$ cat src/rtl/serial_add_sub_pkg.sv
// Shared types and sizing helpers for the bit-serial adder/subtractor.
package serial_add_sub_pkg;

    typedef enum logic [1:0] {
        S_IDLE = 2'd0,
        S_RUN  = 2'd1,
        S_DONE = 2'd2
    } state_e;

    // Bit counter width: enough to count 0..width-1.
    function automatic int unsigned cnt_width(input int unsigned width);
        return (width < 2) ? 1 : $clog2(width);
    endfunction

endpackage

$ cat src/rtl/serial_add_sub_fa_cell.sv
// One-bit combinational full adder used as the serial arithmetic cell.
module fa_cell (
    input  logic a_i,
    input  logic b_i,
    input  logic c_i,
    output logic s_o,
    output logic c_o
);

    assign s_o = a_i ^ b_i ^ c_i;
    assign c_o = (a_i & b_i) | (a_i & c_i) | (b_i & c_i);

endmodule

$ cat src/rtl/serial_add_sub.sv
// Bit-serial two's-complement adder/subtractor, one result bit per clock.
// Optional signed-overflow output enabled by SERIAL_ADD_SUB_OVF_EN.
module serial_add_sub
    import serial_add_sub_pkg::*;
#(
    parameter int unsigned WIDTH = 4
) (
    input  logic             clk,
    input  logic             rst_n,
    input  logic             in_valid,
    output logic             in_ready,
    input  logic [WIDTH-1:0] a,
    input  logic [WIDTH-1:0] b,
    input  logic             k,
    output logic             out_valid,
    input  logic             out_ready,
    output logic [WIDTH-1:0] sum,
    output logic             carryout
`ifdef SERIAL_ADD_SUB_OVF_EN
    ,
    output logic             overflow
`endif
);

    localparam int unsigned     CNT_W    = cnt_width(WIDTH);
    localparam logic [CNT_W-1:0] CNT_LAST = CNT_W'(WIDTH - 1);

    state_e           state_q, state_d;
    logic [WIDTH-1:0] a_sh_q, a_sh_d;
    logic [WIDTH-1:0] b_sh_q, b_sh_d;
    logic [WIDTH-1:0] sum_q, sum_d;
    logic             carry_q, carry_d;
    logic             cout_q, cout_d;
    logic [CNT_W-1:0] cnt_q, cnt_d;
    logic             fa_s, fa_c;
`ifdef SERIAL_ADD_SUB_OVF_EN
    logic             ovf_q, ovf_d;
`endif

    fa_cell u_fa (
        .a_i (a_sh_q[0]),
        .b_i (b_sh_q[0]),
        .c_i (carry_q),
        .s_o (fa_s),
        .c_o (fa_c)
    );

    // Next-state: subtraction is A + ~B with the carry pre-set to 1.
    always_comb begin
        state_d = state_q;
        a_sh_d  = a_sh_q;
        b_sh_d  = b_sh_q;
        sum_d   = sum_q;
        carry_d = carry_q;
        cout_d  = cout_q;
        cnt_d   = cnt_q;
`ifdef SERIAL_ADD_SUB_OVF_EN
        ovf_d   = ovf_q;
`endif
        unique case (state_q)
            S_IDLE: begin
                if (in_valid) begin
                    a_sh_d  = a;
                    b_sh_d  = b ^ {WIDTH{k}};
                    carry_d = k;
                    cnt_d   = '0;
                    state_d = S_RUN;
                end
            end
            S_RUN: begin
                a_sh_d  = a_sh_q >> 1;
                b_sh_d  = b_sh_q >> 1;
                sum_d   = {fa_s, sum_q[WIDTH-1:1]};
                carry_d = fa_c;
                cnt_d   = cnt_q + CNT_W'(1);
                if (cnt_q == CNT_LAST) begin
                    cout_d  = fa_c;
`ifdef SERIAL_ADD_SUB_OVF_EN
                    // carry_q here is the carry into the MSB
                    ovf_d   = carry_q ^ fa_c;
`endif
                    state_d = S_DONE;
                end
            end
            S_DONE: begin
                if (out_ready) begin
                    state_d = S_IDLE;
                end
            end
            default: state_d = S_IDLE;
        endcase
    end

    always_ff @(posedge clk or negedge rst_n) begin
        if (!rst_n) begin
            state_q <= S_IDLE;
            a_sh_q  <= '0;
            b_sh_q  <= '0;
            sum_q   <= '0;
            carry_q <= 1'b0;
            cout_q  <= 1'b0;
            cnt_q   <= '0;
`ifdef SERIAL_ADD_SUB_OVF_EN
            ovf_q   <= 1'b0;
`endif
        end else begin
            state_q <= state_d;
            a_sh_q  <= a_sh_d;
            b_sh_q  <= b_sh_d;
            sum_q   <= sum_d;
            carry_q <= carry_d;
            cout_q  <= cout_d;
            cnt_q   <= cnt_d;
`ifdef SERIAL_ADD_SUB_OVF_EN
            ovf_q   <= ovf_d;
`endif
        end
    end

    assign in_ready  = (state_q == S_IDLE);
    assign out_valid = (state_q == S_DONE);
    assign sum       = sum_q;
    assign carryout  = cout_q;
`ifdef SERIAL_ADD_SUB_OVF_EN
    assign overflow  = ovf_q;
`endif

endmodule
$ cat config.mk
export PLATFORM = sky130hd
export DESIGN_NAME = serial_add_sub
export DESIGN_NICKNAME = d
export VERILOG_FILES = /design/src/rtl/serial_add_sub_pkg.sv /design/src/rtl/serial_add_sub_fa_cell.sv /design/src/rtl/serial_add_sub.sv
export SDC_FILE = /design/constraint.sdc
export NUM_CORES = 1
export LEC_CHECK = 0
export CELL_PAD_IN_SITES_DETAIL_PLACEMENT = 1
export CELL_PAD_IN_SITES_GLOBAL_PLACEMENT = 1
export CORE_MARGIN = 8
export CORE_UTILIZATION = 40
export DETAILED_ROUTE_END_ITERATION = 8
export PLACE_DENSITY_LB_ADDON = 0.1
export SLEW_MARGIN = 20
export SYNTH_ARGS = -nofsm -noshare
export SYNTH_HDL_FRONTEND = slang
export SYNTH_HIERARCHICAL = 1
export SYNTH_SLANG_ARGS = --single-unit
$ cat constraint.sdc
create_clock -name clk -period 3 [get_ports clk]
set_clock_uncertainty 0.2 [all_clocks]
set_input_delay 0.6 -clock clk [delete_from_list [all_inputs] [get_ports clk]]
set_output_delay 0.6 -clock clk [all_outputs]
set_load 0.05 [all_outputs]
Yosys cells after proc, flatten, opt, wreduce, memory -nomap -nowiden
Cells that the tools add are included.
{"block": "word_totals", "out_inout_bits": 7, "inputBits": 13, "ff_bits": 18, "wordCells": 39}
{"block": "op_classes", "add_sub_neg": 1, "muxes": 12, "reduce_logical": 5, "eq_ne": 6, "bitwise_logic": 8}
{"cell": "case mux 4 bit (2 select lines)", "count": 2}
{"cell": "two-way mux 2 bit", "count": 4}
{"cell": "two-way mux 4 bit", "count": 2}
{"cell": "case mux 2 bit (3 select lines)", "count": 1}
{"cell": "== test 2 bit, second input constant", "count": 2}
{"cell": "inequality test 2 bit, second input constant", "count": 2}
{"cell": "case mux 2 bit (2 select lines)", "count": 1}
{"cell": "AND reduction 2 bit", "count": 2}
{"cell": "XOR 4 bit", "count": 1}
{"cell": "AND 1 bit", "count": 3}
{"cell": "AND reduction 3 bit", "count": 1}
{"cell": "adder 2 x 1 -> 2 bit, second input constant", "count": 1}
{"cell": "== test 2 x 1 -> 1 bit, second input constant", "count": 1}
{"cell": "logical NOT 2 bit", "count": 1}
{"cell": "inequality test 2 x 1 -> 1 bit, second input constant", "count": 1}
{"cell": "bitwise OR 1 bit", "count": 2}
{"cell": "case mux 1 bit (2 select lines)", "count": 1}
{"cell": "nonzero test 2 bit", "count": 1}
{"cell": "XOR 1 bit", "count": 2}
{"cell": "two-way mux 1 bit", "count": 1}

Depth between registers and ports, before layout
{"block": "depth", "depth_word": 4, "mapped_depth": 4, "mapped_depth_nobuf": 4}

Modules after synthesis
Netlist, hierarchy kept.
{"mod": "serial_add_sub", "area_per_inst_um2": 878.3, "cells_each": 78, "seq_area_each_um2": 450.4, "instances": 1}
{"mod": "fa_cell", "area_per_inst_um2": 20.0, "cells_each": 1, "seq_area_each_um2": 0.0, "instances": 1}

Worst setup path after synthesis
No wires, ideal clock.
{"block": "synth_timing", "kind": "reg-to-output", "from": "reg state_q[1]", "to": "out in_ready", "path_slack_ns": 0.906, "required_time_ns": 2.200, "path_buffers": 1, "t_arrival_ns": 1.294, "stages_incl_launch_ff": 3, "cell_sequence": "dfrtp_1 clkbuf_1 nor2_1"}
{"block": "synth_between", "elab_chain_len": 1}
{"element": "start, declared", "line": "serial_add_sub.sv:28", "rtl": "state_e state_q, state_d;"}
{"element": "start signal, assigned", "line": "serial_add_sub.sv:107", "rtl": "state_q <= state_d;"}
{"element": "logical NOT 2 bit", "line": "serial_add_sub.sv:120", "rtl": "assign in_ready = (state_q == S_IDLE);"}
{"element": "end, declared", "line": "serial_add_sub.sv:11", "rtl": "output logic in_ready,"}
No other way between the ends.

Worst setup path in the final report
Same ends and word-level chain as after synthesis.

==> run summary <==
Status -> finished clean
Post-layout util -> 53.00%
Maximum buffer depth of the clock tree -> 2
CP Class -> reg -> out
Area taken by multi-input logic gates -> 407.9 um2
Syn_nets -> 94
Vias in the first global route -> 777
CTS resizes -> 0
Final Setup Violations -> 0
Avg Cell Area, Syn -> 11.37 um2
Overflow after GRT -> 0
N_diodes -> 0
Worst path max stage delay -> 0.83 ns
Seq/Total Area, Yosys -> 50.14%
Final WL -> 1.992 mm
Reg clk slew, reported paths -> 0.09 ns
WP depth -> 3
Post-DR wirelength/cell -> 15.69 um
Worst relative slew slack -> 45.99%
Actual transition at the worst max-transition pin -> 0.8076 ns
Slew Limit Fails -> 0
Clock buffer count from CTS -> 3
Via density per instance -> 5.299
Clk Latency, worst-skew pair -> 0.29 ns
# hold bufs at CTS -> 0
Pwr per Cell Area -> 1060 nW/um2
Max Fclk -> 375.4 MHz
Root Driver -> clkbuf_4
Worst R2R Path Depth -> 4
Synthesized area -> 898.4 um2
Clock sinks -> 18
CP Data Arrival Time -> 1.86 ns
Final Cell Area -> 1150 um2
GPL Wtd Cong -> 0.7458
Yosys warns -> 6
Crit-path slowest cell -> clkdlybuf4s50_1
Worst hold-check path type -> reg -> reg
Synth Register Bits -> 18
Post-layout nets -> 115
Top cell family by delay on the critical path -> buffers and inverters
Drt first-iter violations -> 16
Required @ worst endpoint -> 2.20 ns
Largest net degree at the start of global routing -> 19
Worst hold stages -> 1
Largest cells by area after synthesis -> dfrtp_1 50%, mux2_2 7.5%, o21ai_0 3.9%, xnor2_1 3.9%, nor2b_1 3.5%
Non-Filler Instances -> 127
Die footprint -> 4018 um2
Gr usage total -> 11.11%
Max-cap viol count -> 0
Initial antenna violation count -> 0
Leak pwr -> 0.4939 nW
First-pass GRT wire length -> 3.594 mm
Drt first pass iters -> 4
Die height -> 63.39 um
# IOs -> 20
Maximum VDD drop -> 559.0 uV
Final Hold Viols -> 0
Element type at the critical path start -> flip-flop
Critical path, cell by cell -> buf_4, nor2_1, clkdlybuf4s50_1
Cell Rows -> 17
Core region area -> 2170 um2
RSZ-0062 raised after global routing -> false
Placed cell area -> 1114 um2
Worst Path Max Fanout -> 13
Fraction of layout cells with a size suffix above 1 -> 16.16%
Setup repair bufs after CTS -> 0
Post-DP HPWL -> 1.585 mm
Initial Utilization -> 41.41%
CP Capture Type -> output pin
Worst path bufs/invs -> 2
Final Cycle Share -> 88.79%
Setup TNS -> 0 ns
Sequential Area -> 450.4 um2
CTS tree -> yes
Drt drc -> 0
Port Buf Inserts -> 19
Synth cell types -> 27
Via count of the routed design -> 673
Dpl cells -> 123
Antenna Nets Post-Route -> 0
Die width -> 63.39 um
Leading area contributor after synthesis -> dfrtp_1
Cells after Synth -> 79
Area share of the largest cell type after synthesis -> 50.14%
H-Tree Depth -> 1
Final critical delay including setup and external delays -> 2.664 ns
FILL cells -> 256
Layout area overhead -> 27.99%
-- sequential cells by signal, indices dropped and copies added (netlist names) --
name	flops
a_sh_q	4
carry_q	1
carryout	1
state_q	2
sum	4
b_sh_q	4
cnt_q	2
-- path summary, 6_finish.rpt --
check | from | end | slack (ns)
min in group asynchronous | rst_n | a_sh_q[2]$_DFFE_PN0P_ | 0.56
max reg2reg | state_q[1]$_DFFE_PN0P_ | carryout$_DFFE_PN0P_ | 1.33
max in group asynchronous | rst_n | carryout$_DFFE_PN0P_ | 1.53
max | state_q[1]$_DFFE_PN0P_ | in_ready | 0.34
min reg2reg | state_q[1]$_DFFE_PN0P_ | state_q[0]$_DFFE_PN0P_ | 0.27
min | state_q[1]$_DFFE_PN0P_ | state_q[0]$_DFFE_PN0P_ | 0.27
-- cells in the final DEF, fill, tap and decap left out, types with 2 or more instances in the layout --
cell / count
clkbuf_4: 3
nor2_1: 3
inv_1: 4
buf_4: 2
o21ai_0: 7
a221o_1: 2
a22oi_1: 3
mux2_2: 6
clkdlybuf4s50_1: 19
a21oi_1: 5
nor2b_1: 5
dfrtp_1: 18
nand2_1: 4
xnor2_1: 4
-- logic make-up after synthesis --
logic type	synth area share (%)
mux	8.635
fa+ha+maj	3.621
simple gates	11.00
buf+inv	4.457
compound gates	18.25
xor+xnor	3.899
flops	50.14
-- per-layer routing --
metal / track usage, % / share of wire [%]
met4: 5.850 / 2.0
met1: 12.83 / 45
met3: 3.357 / 4.4
met5: 0 / 0
met2: 18.00 / 48
-- cells in the mapped netlist (all sizes together) --
cell     number
a22o          1
buf           3
fa            1
mux2i         1
a22oi         3
o21ai         7
and3b         1
dfrtp        18
a21oi         5
nor2b         6
or2b          1
inv           4
mux2          6
o2bb2ai       1
o32ai         2
xnor2         4
o21bai        1
or3b          1
a221o         3
clkbuf        2
nor2          3
ha            1
nand2         4
-- through the flow --
step | power (mW) | hold WS, ns | setup slack (ns)
final | 1.218 | 0.2667 | 0.3363
after global routing | 1.310 | 0.2849 | 0.2717
after detailed placement | 1.089 | 0.2574 | 0.6639
after CTS | 1.239 | 0.2712 | 0.3218
after floorplan | 0.8857 | 0.1044 | 0.9065
after global placement | 1.065 | 0.2533 | 0.6460
-- power breakdown --
part	switching [mW]	internal, mW
Combinational	0.366	0.281
Clock	0.0731	0.0740
Sequential	0.0774	0.347
-- worst reg2reg max path: stages, from the launching register on --
cell and delay, ns:
dfrtp_1 0.41, buf_4 0.20, nor2b_4 0.32, nand2_1 0.15, mux2_2 0.29
-- cell type report --
cell class	instances	area share (%)
sequential	18	39.17
inverter	4	1.306
timing repair buffer	21	17.85
tap	28	3.047
clock buffer	4	3.156
multi-input combinational	52	35.47
No activity file was read; power rests on OpenSTA's default activity.
